<file path="src/rtl/plru_alloc_pkg.sv">
`default_nettype none
// ============================================================================
//  Module      : plru_alloc_pkg
//  Description : Shared definitions for the PLRU victim allocator: the
//                allocator FSM state type and the lowest-set-bit helper used
//                by the victim fallback paths.
//  Revision    : 1.0 - initial release
// ============================================================================
package plru_alloc_pkg;

    // Widest mask the helper handles; ENTRY_COUNT must not exceed this.
    localparam int c_MAX_ENTRIES = 64;

    typedef enum logic [1:0] {
        IDLE      = 2'd0,
        SELECT    = 2'd1,
        RESP      = 2'd2,
        FILL_WAIT = 2'd3
    } alloc_state_e;

    // Isolate the lowest set bit: x & -x. Zero in gives zero out.
    function automatic logic [c_MAX_ENTRIES-1:0] onehot_lowest(
        input logic [c_MAX_ENTRIES-1:0] mask
    );
        return mask & (~mask + c_MAX_ENTRIES'(1));
    endfunction

endpackage
`default_nettype wire

</file>
<file path="src/rtl/plru_victim_alloc_tree.sv">
`default_nettype none
// ============================================================================
//  Module      : plru_victim_alloc_tree
//  Description : Binary-tree pseudo-LRU state. Each internal node points at
//                the less recently used half of its subtree (0 = lower half,
//                1 = upper half). An access flips every node on its path to
//                point away from the accessed leaf; the least-used leaf is
//                found by walking the node pointers from the root.
//  Ports       : clk, rstn        clock, async active-low reset (nodes -> 0)
//                access_mask      one-hot access this cycle (zero = none)
//                lru_mask         one-hot least-recently-used leaf
//  Revision    : 1.0 - initial release
// ============================================================================
module plru_victim_alloc_tree #(
    parameter int ENTRY_COUNT = 4
) (
    input  logic                   clk,
    input  logic                   rstn,
    input  logic [ENTRY_COUNT-1:0] access_mask,
    output logic [ENTRY_COUNT-1:0] lru_mask
);

    localparam int c_LEVELS = (ENTRY_COUNT > 1) ? $clog2(ENTRY_COUNT) : 1;
    localparam int c_NODES  = (ENTRY_COUNT > 1) ? ENTRY_COUNT - 1 : 1;

    if (ENTRY_COUNT > 1) begin : g_tree
        // Heap layout: node at level l, position p lives at (2^l - 1) + p.
        logic [c_NODES-1:0]  r_nodes;
        logic [c_NODES-1:0]  w_nodes_next;
        logic [c_LEVELS-1:0] w_acc_idx;
        logic [c_LEVELS-1:0] w_lru_idx;
        logic                w_acc_any;

        always_comb begin
            w_acc_idx = '0;
            for (int i = 0; i < ENTRY_COUNT; i++) begin
                if (access_mask[i]) begin
                    w_acc_idx = c_LEVELS'(i);
                end
            end
        end

        assign w_acc_any = |access_mask;

        // The node on the access path at level l is selected by the top l
        // bits of the leaf index; it is set to point at the other half.
        always_comb begin
            w_nodes_next = r_nodes;
            for (int l = 0; l < c_LEVELS; l++) begin
                for (int n = 0; n < c_NODES; n++) begin
                    if (n == (1 << l) - 1 + int'(w_acc_idx >> (c_LEVELS - l))) begin
                        w_nodes_next[n] = ~w_acc_idx[c_LEVELS-1-l];
                    end
                end
            end
        end

        always_ff @(posedge clk or negedge rstn) begin
            if (!rstn) begin
                r_nodes <= '0;
            end else if (w_acc_any) begin
                r_nodes <= w_nodes_next;
            end
        end

        // Walk from the root; each visited node contributes one index bit.
        always_comb begin
            w_lru_idx = '0;
            for (int l = 0; l < c_LEVELS; l++) begin
                for (int n = 0; n < c_NODES; n++) begin
                    if (n == (1 << l) - 1 + int'(w_lru_idx >> (c_LEVELS - l))) begin
                        w_lru_idx[c_LEVELS-1-l] = r_nodes[n];
                    end
                end
            end
        end

        always_comb begin
            lru_mask = '0;
            for (int i = 0; i < ENTRY_COUNT; i++) begin
                if (w_lru_idx == c_LEVELS'(i)) begin
                    lru_mask[i] = 1'b1;
                end
            end
        end
    end else begin : g_single
        // A single way is always the least used; there is no state.
        logic w_unused_single;
        assign w_unused_single = ^{access_mask, clk, rstn};
        assign lru_mask        = 1'b1;
    end

endmodule
`default_nettype wire

</file>
<file path="src/rtl/plru_victim_alloc.sv">
`default_nettype none
// ============================================================================
//  Module      : plru_victim_alloc
//  Description : Victim-way allocator that owns a PLRU tree. Lookup hits and
//                completed fills become tree accesses; a victim request is
//                answered with a one-hot way chosen from entry valid/lock
//                state and the tree's least-used way.
//  Ports       : clk, rstn                         clock, async active-low reset
//                entry_valid_i                     per-entry valid bits
//                lock_mask_i                       entries excluded from choice
//                hit_valid_i / hit_mask_i          lookup hit (one-hot)
//                alloc_req_valid_i / _ready_o      victim request handshake
//                alloc_resp_valid_o / _ready_i     victim response handshake
//                alloc_way_mask_o                  one-hot victim (RESP only)
//                fill_done_i / fill_abort_i        refill outcome
//                hit_dropped_o                     hit lost to a fill commit
//  Options     : PLRU_ALLOC_LOCK_EN - honour lock_mask_i; otherwise every
//                entry is a candidate and lock_mask_i is ignored.
//  Revision    : 1.0 - initial release
// ============================================================================
module plru_victim_alloc
    import plru_alloc_pkg::*;
#(
    parameter int ENTRY_COUNT = 4
) (
    input  logic                   clk,
    input  logic                   rstn,
    input  logic [ENTRY_COUNT-1:0] entry_valid_i,
    input  logic [ENTRY_COUNT-1:0] lock_mask_i,
    input  logic                   hit_valid_i,
    input  logic [ENTRY_COUNT-1:0] hit_mask_i,
    input  logic                   alloc_req_valid_i,
    output logic                   alloc_req_ready_o,
    output logic                   alloc_resp_valid_o,
    input  logic                   alloc_resp_ready_i,
    output logic [ENTRY_COUNT-1:0] alloc_way_mask_o,
    input  logic                   fill_done_i,
    input  logic                   fill_abort_i,
    output logic                   hit_dropped_o
);

    alloc_state_e           r_state;
    alloc_state_e           w_state_next;
    logic [ENTRY_COUNT-1:0] r_victim_q;
    logic [ENTRY_COUNT-1:0] w_victim_next;
    logic                   r_hit_dropped;

    logic [ENTRY_COUNT-1:0] w_cand;
    logic [ENTRY_COUNT-1:0] w_inval;
    logic [ENTRY_COUNT-1:0] w_lru_mask;
    logic [ENTRY_COUNT-1:0] w_lru_cand;
    logic [ENTRY_COUNT-1:0] w_low_inval;
    logic [ENTRY_COUNT-1:0] w_low_cand;
    logic [ENTRY_COUNT-1:0] w_pick;
    logic [ENTRY_COUNT-1:0] w_access_mask;
    logic                   w_have_cand;
    logic                   w_commit;

    // ------------------------------------------------------------------
    // Candidate set
    // ------------------------------------------------------------------
`ifdef PLRU_ALLOC_LOCK_EN
    assign w_cand = ~lock_mask_i;
`else
    logic w_unused_lock;
    assign w_cand        = '1;
    assign w_unused_lock = ^lock_mask_i;
`endif

    assign w_have_cand = |w_cand;
    assign w_inval     = w_cand & ~entry_valid_i;
    assign w_lru_cand  = w_lru_mask & w_cand;
    assign w_low_inval = ENTRY_COUNT'(onehot_lowest(c_MAX_ENTRIES'(w_inval)));
    assign w_low_cand  = ENTRY_COUNT'(onehot_lowest(c_MAX_ENTRIES'(w_cand)));

    // Empty slots first, then the PLRU choice, then any unlocked way.
    always_comb begin
        if (|w_inval) begin
            w_pick = w_low_inval;
        end else if (|w_lru_cand) begin
            w_pick = w_lru_mask;
        end else begin
            w_pick = w_low_cand;
        end
    end

    // ------------------------------------------------------------------
    // FSM next state
    // ------------------------------------------------------------------
    always_comb begin
        w_state_next  = r_state;
        w_victim_next = r_victim_q;
        w_commit      = 1'b0;
        case (r_state)
            IDLE: begin
                if (alloc_req_valid_i) begin
                    w_state_next = SELECT;
                end
            end
            SELECT: begin
                // Valid/lock are sampled only here; the victim is then frozen.
                if (w_have_cand) begin
                    w_victim_next = w_pick;
                    w_state_next  = RESP;
                end
            end
            RESP: begin
                if (alloc_resp_ready_i) begin
                    w_state_next = FILL_WAIT;
                end
            end
            FILL_WAIT: begin
                if (fill_done_i) begin
                    w_commit     = 1'b1;
                    w_state_next = IDLE;
                end else if (fill_abort_i) begin
                    w_state_next = IDLE;
                end
            end
            default: begin
                w_state_next = IDLE;
            end
        endcase
    end

    // A fill commit owns the tree port; a same-cycle hit is discarded.
    always_comb begin
        if (w_commit) begin
            w_access_mask = r_victim_q;
        end else if (hit_valid_i) begin
            w_access_mask = hit_mask_i;
        end else begin
            w_access_mask = '0;
        end
    end

    always_ff @(posedge clk or negedge rstn) begin
        if (!rstn) begin
            r_state       <= IDLE;
            r_victim_q    <= '0;
            r_hit_dropped <= 1'b0;
        end else begin
            r_state       <= w_state_next;
            r_victim_q    <= w_victim_next;
            r_hit_dropped <= w_commit & hit_valid_i;
        end
    end

    plru_victim_alloc_tree #(
        .ENTRY_COUNT (ENTRY_COUNT)
    ) u_tree (
        .clk         (clk),
        .rstn        (rstn),
        .access_mask (w_access_mask),
        .lru_mask    (w_lru_mask)
    );

    // ------------------------------------------------------------------
    // Outputs
    // ------------------------------------------------------------------
    // Gated by rstn so the request side reads not-ready while held in reset.
    assign alloc_req_ready_o  = (r_state == IDLE) & rstn;
    assign alloc_resp_valid_o = (r_state == RESP);
    assign alloc_way_mask_o   = (r_state == RESP) ? r_victim_q : '0;
    assign hit_dropped_o      = r_hit_dropped;

    a_hit_onehot : assert property (@(posedge clk) disable iff (!rstn)
        hit_valid_i |-> $onehot0(hit_mask_i));

endmodule
`default_nettype wire

</file>
<file path="config.mk">
export PLATFORM = sky130hd
export DESIGN_NAME = plru_victim_alloc
export DESIGN_NICKNAME = d
export VERILOG_FILES = /design/src/rtl/plru_alloc_pkg.sv /design/src/rtl/plru_victim_alloc_tree.sv /design/src/rtl/plru_victim_alloc.sv
export SDC_FILE = /design/constraint.sdc
export NUM_CORES = 1
export LEC_CHECK = 0
export CORE_AREA = 4 4 45 67
export CTS_CLUSTER_DIAMETER = 100
export DETAILED_ROUTE_END_ITERATION = 7
export DIE_AREA = 0 0 49 71
export PLACE_DENSITY = 0.49
export RECOVER_POWER = 50
export SYNTH_ARGS = -nofsm -noshare
export SYNTH_HDL_FRONTEND = slang
export SYNTH_SLANG_ARGS = --single-unit
</file>
<file path="constraint.sdc">
create_clock -name clk -period 1.9 [get_ports clk]
set_clock_uncertainty 0.2 [all_clocks]
set_input_delay 0.475 -clock clk [delete_from_list [all_inputs] [get_ports clk]]
set_output_delay 0.475 -clock clk [all_outputs]
set_load 0.1 [all_outputs]
</file>
==> impl_results.md, run 1 <==
* CTS Buf Count at 3
* CP delay by family, top: flip-flops
* CP cell instances: buf_6 > ha_4 > and2_4 > buf_12
* Clk_lat worst skew at roughly 0.26 ns
* Setup violations, final at 6
* Fin Setup TNS at -0.4679 ns
* CP max FO at 7
* Via density at 4.683
* Share of layout cells above drive strength 1 at 35.42%
* Ant diodes at 0
* Final WS setup at -0.1010 ns
* DP Cell Count at 114
* Final HPWL DP at approximately 1.3 mm
* Pin slew with the least headroom to its limit at 0.5878 ns
* Final hold viol count at 0
* Max-Cap Viols at 0
* Initial antenna violation count at 0
* Die Wd at 49 um
* Reg2reg end: r_state[1]
* Reg2reg path depth at 6
* Fmax at 499.7 MHz
* Status: finished, violations left
* Slew Viols, Final at 0
* WL final at 1.604 mm
* CTS Buffer Depth at 2
* Buffers on Ports at 21
* CP Capture Type: primary output
* Distinct cells, synth at 24
* Fin util at 42.67%
* Slowest cell on the critical path: dfrtp_1
* Final min period at 2.001 ns
* Leakage at around 0.46 nW
* Reg2reg start: r_state[1]
* GRT Util Overall at 10.19%
* Largest net degree at the start of global routing at 11
* H-tree Lvls at 1
* Hold Crit Class: input pin to async pin
* Io pins at 26
* Area post-placement at 979.7 um^2
* Post-Synthesis Cell Area at 608.1 um^2
* CP peak stage delay at 0.43 ns
* Fin nets at 122
* Filler Cells Inserted at 250
* Mapped Nets at 88
* Synthesized flop and latch total at 10
* Startpoint types: flop
* Peak supply drop at 0.9269 mV
* Root Driver: clkbuf_4
* Placement row count at 22
* Total congestion overflow at 0
* Slew headroom at 60.81%
* Hold WS at 0.2528 ns
* Core ar. at ~2400 um^2
* Hold buffer count at CTS at 0
* First-pass GRT wire length at 2.766 mm
* Sink Count at 10
* Post-route ant nets at 0
* Period utilization at 105.3%
* Vias at approximately 560
* Main flop type after synthesis: dfrtp_1
* GP Congestion at 0.7211
* Worst Setup Path Type: flop to primary output
* Post-Synthesis Cells at 64
* FFs w/ async S/R, synth at 100.0%
* Cell with the most instances after synthesis: dfrtp_1
* DRT iter0 DRCs at 9
* CTS tree: done
* Residual DRC at 0
* Number of global-route vias before repair at 647
* Die Y at 71 um
* RSZ-0062 raised after global routing: yes
* Reg2reg setup slack at ~0.19 ns
* Synth warn at 0
* Crit path DAT at roughly 1.3 ns
* Area share of the largest cell type after synthesis at 41.15%
* Fin cells at 120
* Syn_area_per_cell at 9.501 um^2
* Worst path bufs/invs at 2
* Routed length per instance at 13.37 um
* Initial Util at 25.10%
* Synth top cells by count: 10 x dfrtp_1, 7 x inv_1, 6 x and2_1, 5 x ha_1
* Synth top area cells: dfrtp_1 41%, ha_1 10%, and2_1 6.2%
* Part of the Yosys area used for sequential elements at 41.15%
* Die Footprint at 3479 um^2
* Failing checks: negative setup slack
* Clk pin slew, worst setup/hold paths at roughly 0.070 ns
* Fin area at 1033 um^2
* Number of synthesized flops with an enable pin at 0
* Synth area leader: dfrtp_1
* DRT Pass-1 Iters at 4
* PD cells at 1559 nW/um^2
* Syn-to-layout area delta at 69.96%
* Required @ worst endpoint at 1.22 ns
layout by cell type (no fill, tap or decap), types with 4 or more instances in the layout:
master           Yosys  layout
nand3_1              4       4
a21oi_1              4       4
clkdlybuf4s50_1      0      13
buf_12               0       7
inv_1                7       5
buf_4                0       6
and2_4               0       5
dfrtp_1             10      10
layer usage:
| metal | GRT usage, % | up-vias | part of all wire (%) |
|---|---|---|---|
| li1 | - | 289 | - |
| met2 | 17.44 | 14 | 53 |
| met1 | 11.00 | 257 | 39 |
| met3 | 3.789 | 2 | 6.9 |
| met4 | 4.491 | 0 | 0.62 |
| met5 | 0 | - | 0 |
timing repair:
action,in CTS,in global routing
cloned,0,0
resized for setup,5,1
setup endpoints to repair,5,7
buffers inserted,3,0
metrics by stage:
stage	setup WS, ns	total power, mW
after CTS	-0.09609	1.630
after global placement	-0.1242	1.395
final	-0.1010	1.611
after detailed placement	-0.1307	1.415
after global routing	-0.1463	1.717
after floorplan	-0.01497	1.051
layout make-up:
| class | instances | area, um^2 | area share [%] |
|---|---|---|---|
| inverter | 7 | 26.28 | 2.542 |
| clock buffer | 3 | 22.52 | 2.179 |
| multi-input combinational | 47 | 365.4 | 35.35 |
| sequential | 10 | 250.2 | 24.21 |
| timing repair buffer | 29 | 339.1 | 32.81 |
| tap | 24 | 30.03 | 2.906 |
worst max path at each step:
stage | from | endpoint | slack, ns | depth (start not counted)
2_1_floorplan | r_state[0] | alloc_way_mask_o[0] | -0.01 | 3
3_3_place_gp | fill_done_i | u_tree.g_tree.r_nodes[0] | -0.12 | 5
3_5_place_dp | fill_done_i | u_tree.g_tree.r_nodes[0] | -0.13 | 4
4_1_cts | r_state[1] | alloc_way_mask_o[1] | -0.1 | 4
5_1_grt | r_state[1] | alloc_way_mask_o[1] | -0.15 | 4
6_report | r_state[1] | alloc_way_mask_o[1] | -0.10 | 4
state kept, by name, summed over array words and instances, names as in the netlist:
register,flops
hit_dropped_o,1
r_state,2
r_victim_q,4
u_tree.g_tree.r_nodes,3
cell families after synthesis:
kind of cell	after synthesis	share of synthesized area [%]
multiplexers	1	1.852
adder cells (fa/ha/maj)	5	10.29
AO/OA/AOI/OAI	17	19.55
flip-flops	10	41.15
AND/OR/NAND/NOR	24	22.84
buffers and inverters	7	4.322
power by group:
group / switching, mW / total, mW / internal, mW
Clock: 0.0731 / 0.146 / 0.0731
Combinational: 0.613 / 1.08 / 0.462
Sequential: 0.0841 / 0.390 / 0.306
(Power assumes the default switching activity.)
==> inputs of run 2 (changes only) <==
--- a/config.mk
+++ b/config.mk
@@ -5,10 +5,11 @@
 export SDC_FILE = /design/constraint.sdc
 export NUM_CORES = 1
 export LEC_CHECK = 0
-export CORE_AREA = 4 4 45 67
+export CAP_MARGIN = 20
+export CORE_AREA = 2 2 43 65
 export CTS_CLUSTER_DIAMETER = 100
 export DETAILED_ROUTE_END_ITERATION = 7
-export DIE_AREA = 0 0 49 71
+export DIE_AREA = 0 0 45 67
 export PLACE_DENSITY = 0.49
 export RECOVER_POWER = 50
 export SYNTH_ARGS = -nofsm -noshare
==> impl_results.md, run 2 (synthesis gave the netlist of run 1 again) <==
* CP Capture Type: primary output
* Residual DRC at 0 (unchanged)
* Share of layout cells above drive strength 1 at 39.39% (+4.0 points)
* Die Footprint at 3015 um^2 (-13%)
* Root Driver: clkbuf_4
* Die Wd at 45 um (-8.2%)
* Reg2reg start: r_state[1]
* Failing checks: negative setup slack
* Pin slew with the least headroom to its limit at 0.5955 ns (+0.007641 ns)
* NetSw at 0.7887 mW (+2.3%)
* Total congestion overflow at 0 (unchanged)
* Setup slack at placement at -0.1279 ns (+0.002816 ns)
* Buffers on Ports at 21 (unchanged)
* Biggest regs: r_victim_q: 4 flops, u_tree.g_tree.r_nodes: 3 flops, r_state: 2 flops
* Syn-to-layout area delta at 77.57%
* Via density at 4.837 (+3.3%)
* DRT iter0 DRCs at 25 (+16)
* GRT Util Overall at 12.41% (+2.2 points)
* Switching Fraction at 46.87% (-0.95 points)
* Max reg flops at 4 (unchanged)
* Crit path DAT at 1.29 ns (-0.04 ns)
* Reg2reg setup slack at 0.05 ns (-0.14 ns)
* Max-Cap Viols at 0 (unchanged)
* Clock share of power at 8.7% (-0.4 points)
* Worst Setup Path Type: flop to primary output
* CTS Buffer Depth at 2 (unchanged)
* Period utilization at 103.5% (-1.8 points)
* Share of power burned in registers at 22.8% (-1.4 points)
* Hold buffer count at CTS at 0 (unchanged)
* Io pins at 26 (unchanged)
* Startpoint types: flop
* Ant diodes at 0 (unchanged)
* Fin area at 1080 um^2 (+4.5%)
* Slew Viols, Final at 0 (unchanged)
* Final WS setup at -0.06684 ns (+0.03418 ns)
* Worst Setup SP: r_state[1]
* Placement row count at 22 (unchanged)
* Initial Util at 25.10% (unchanged)
* Hold WS at 0.2713 ns (+0.01850 ns)
* First-pass GRT wire length at 2.649 mm (-4.2%)
* CTS Buf Count at 3 (unchanged)
* Reg2reg end: u_tree.g_tree.r_nodes[0]
* Routed length per instance at 12.94 um (-3.2%)
* Area post-placement at 979.7 um^2 (unchanged)
* Top reg by flops: r_victim_q
* H-tree Lvls at 1 (unchanged)
* Setup violations, final at 6 (unchanged)
* Status: finished, violations left
* Total power at 1.682 mW (+4.4%)
* CTS tree: done
* Pint at 0.8938 mW (+6.3%)
* Die Y at 67 um (-5.6%)
* Leakage at 0.4811 nW (+4.1%)
* DRT Pass-1 Iters at 4 (unchanged)
* Sink Count at 10 (unchanged)
* Clk pin slew, worst setup/hold paths at 0.07 ns (about the same)
* Largest net degree at the start of global routing at 11 (unchanged)
* Final hold viol count at 0 (unchanged)
* Fin nets at 125 (+2.5%)
* GP Congestion at 0.6747 (-6.4%)
* Number of global-route vias before repair at 606 (-6.3%)
* CP max FO at 6 (-1)
* Required @ worst endpoint at 1.22 ns (about the same)
* Reg2reg path depth at 6 (unchanged)
* Logic pwr share at 68.5% (+1.8 points)
* Final HPWL DP at 1.192 mm (-8.6%)
* RSZ-0062 raised after global routing: yes
* PD cells at 1558 nW/um^2 (about the same)
* WL final at 1.592 mm (-0.75%)
* Final min period at 1.967 ns (-0.03418 ns)
* Initial antenna violation count at 0 (unchanged)
* Post-route ant nets at 0 (unchanged)
* Clk_lat worst skew at 0.26 ns (about the same)
* Slew headroom at 60.30% (-0.51 points)
* Peak supply drop at 0.9375 mV (+1.1%)
* Vias at 595 (+5.9%)
* Fin util at 44.58% (+1.9 points)
* Fmax at 508.4 MHz (+1.7%)
* Commonest non-fill, non-tap cell in the layout: clkdlybuf4s50_1
* Core ar. at 2422 um^2 (unchanged)
* Most frequent cells in the layout: 13 x clkdlybuf4s50_1, 10 x dfrtp_1, 9 x buf_4
* Hold Crit Class: input pin to async pin
-- run 2: repair_timing --
action                     CTS  global route
pin swaps                    1             1
setup endpoints to repair    5             7
gates resized for setup      7             3
hold endpoints to repair     0             0
setup buffers                5             1
-- run 2: worst max-delay path by stage --
stage | end | slack (ns) | cells past startpoint
after floorplan | alloc_way_mask_o[0] | -0.01 | 3
after global placement | u_tree.g_tree.r_nodes[0] | -0.12 | 5
after detailed placement | u_tree.g_tree.r_nodes[0] | -0.13 | 5
after CTS | alloc_way_mask_o[1] | -0.07 | 4
after global routing | alloc_way_mask_o[1] | -0.1 | 4
final | alloc_way_mask_o[1] | -0.07 | 4
-- run 2: routing by layer --
layer  GRT usage (%)  up-vias  routed length, um
met5               0        -                  0
met4           5.515        0                 42
met3           3.523        4                 77
met2           20.36       13                793
met1           14.47      283                678
li1                -      295                  -
-- run 2: through the flow --
| step | setup TNS (ns) | std cells |
|---|---|---|
| 2_1_floorplan | -0.05131 | 64 |
| 3_3_place_gp | -0.3848 | 114 |
| 3_5_place_dp | -0.3878 | 114 |
| 4_1_cts | -0.3371 | 122 |
| 5_1_grt | -0.4829 | 123 |
| 6_report | -0.2625 | 123 |
-- run 2: area by class of cell --
type                            count  area, um^2
Clock buffer                        3       22.52
Fill cell                         245        1343
Timing Repair Buffer               32       361.6
Tap cell                           24       30.03
Multi-Input combinational cell     47       389.1
Inverter                            7       26.28
Sequential cell                    10       250.2
-- run 2: power by group through the flow --
stage               Clock [mW]  Sequential [mW]  Combinational (mW)
floorplan                    0            0.385               0.667
CTS                      0.155            0.385                1.12
detailed placement           0            0.397                1.00
global route             0.165            0.395                1.24
finish                   0.146            0.384                1.15
global placement             0            0.394                1.00
-- run 2: worst max-delay path, cell delays in order, from the launching register on --
cell and delay [ns]:
dfrtp_1 0.41, buf_6 0.13, ha_4 0.17, and2_4 0.16
buf_12 0.16
==> inputs of run 3 (changes only) <==
--- a/config.mk
+++ b/config.mk
@@ -8,10 +8,13 @@
 export CAP_MARGIN = 20
 export CORE_AREA = 2 2 43 65
 export CTS_CLUSTER_DIAMETER = 100
+export CTS_CLUSTER_SIZE = 16
 export DETAILED_ROUTE_END_ITERATION = 7
 export DIE_AREA = 0 0 45 67
+export GPL_ROUTABILITY_DRIVEN = 0
 export PLACE_DENSITY = 0.49
 export RECOVER_POWER = 50
 export SYNTH_ARGS = -nofsm -noshare
 export SYNTH_HDL_FRONTEND = slang
 export SYNTH_SLANG_ARGS = --single-unit
+export TNS_END_PERCENT = 100
==> results of run 3 <==
The final DEF is identical to that of run 2; final timing and power are the same.
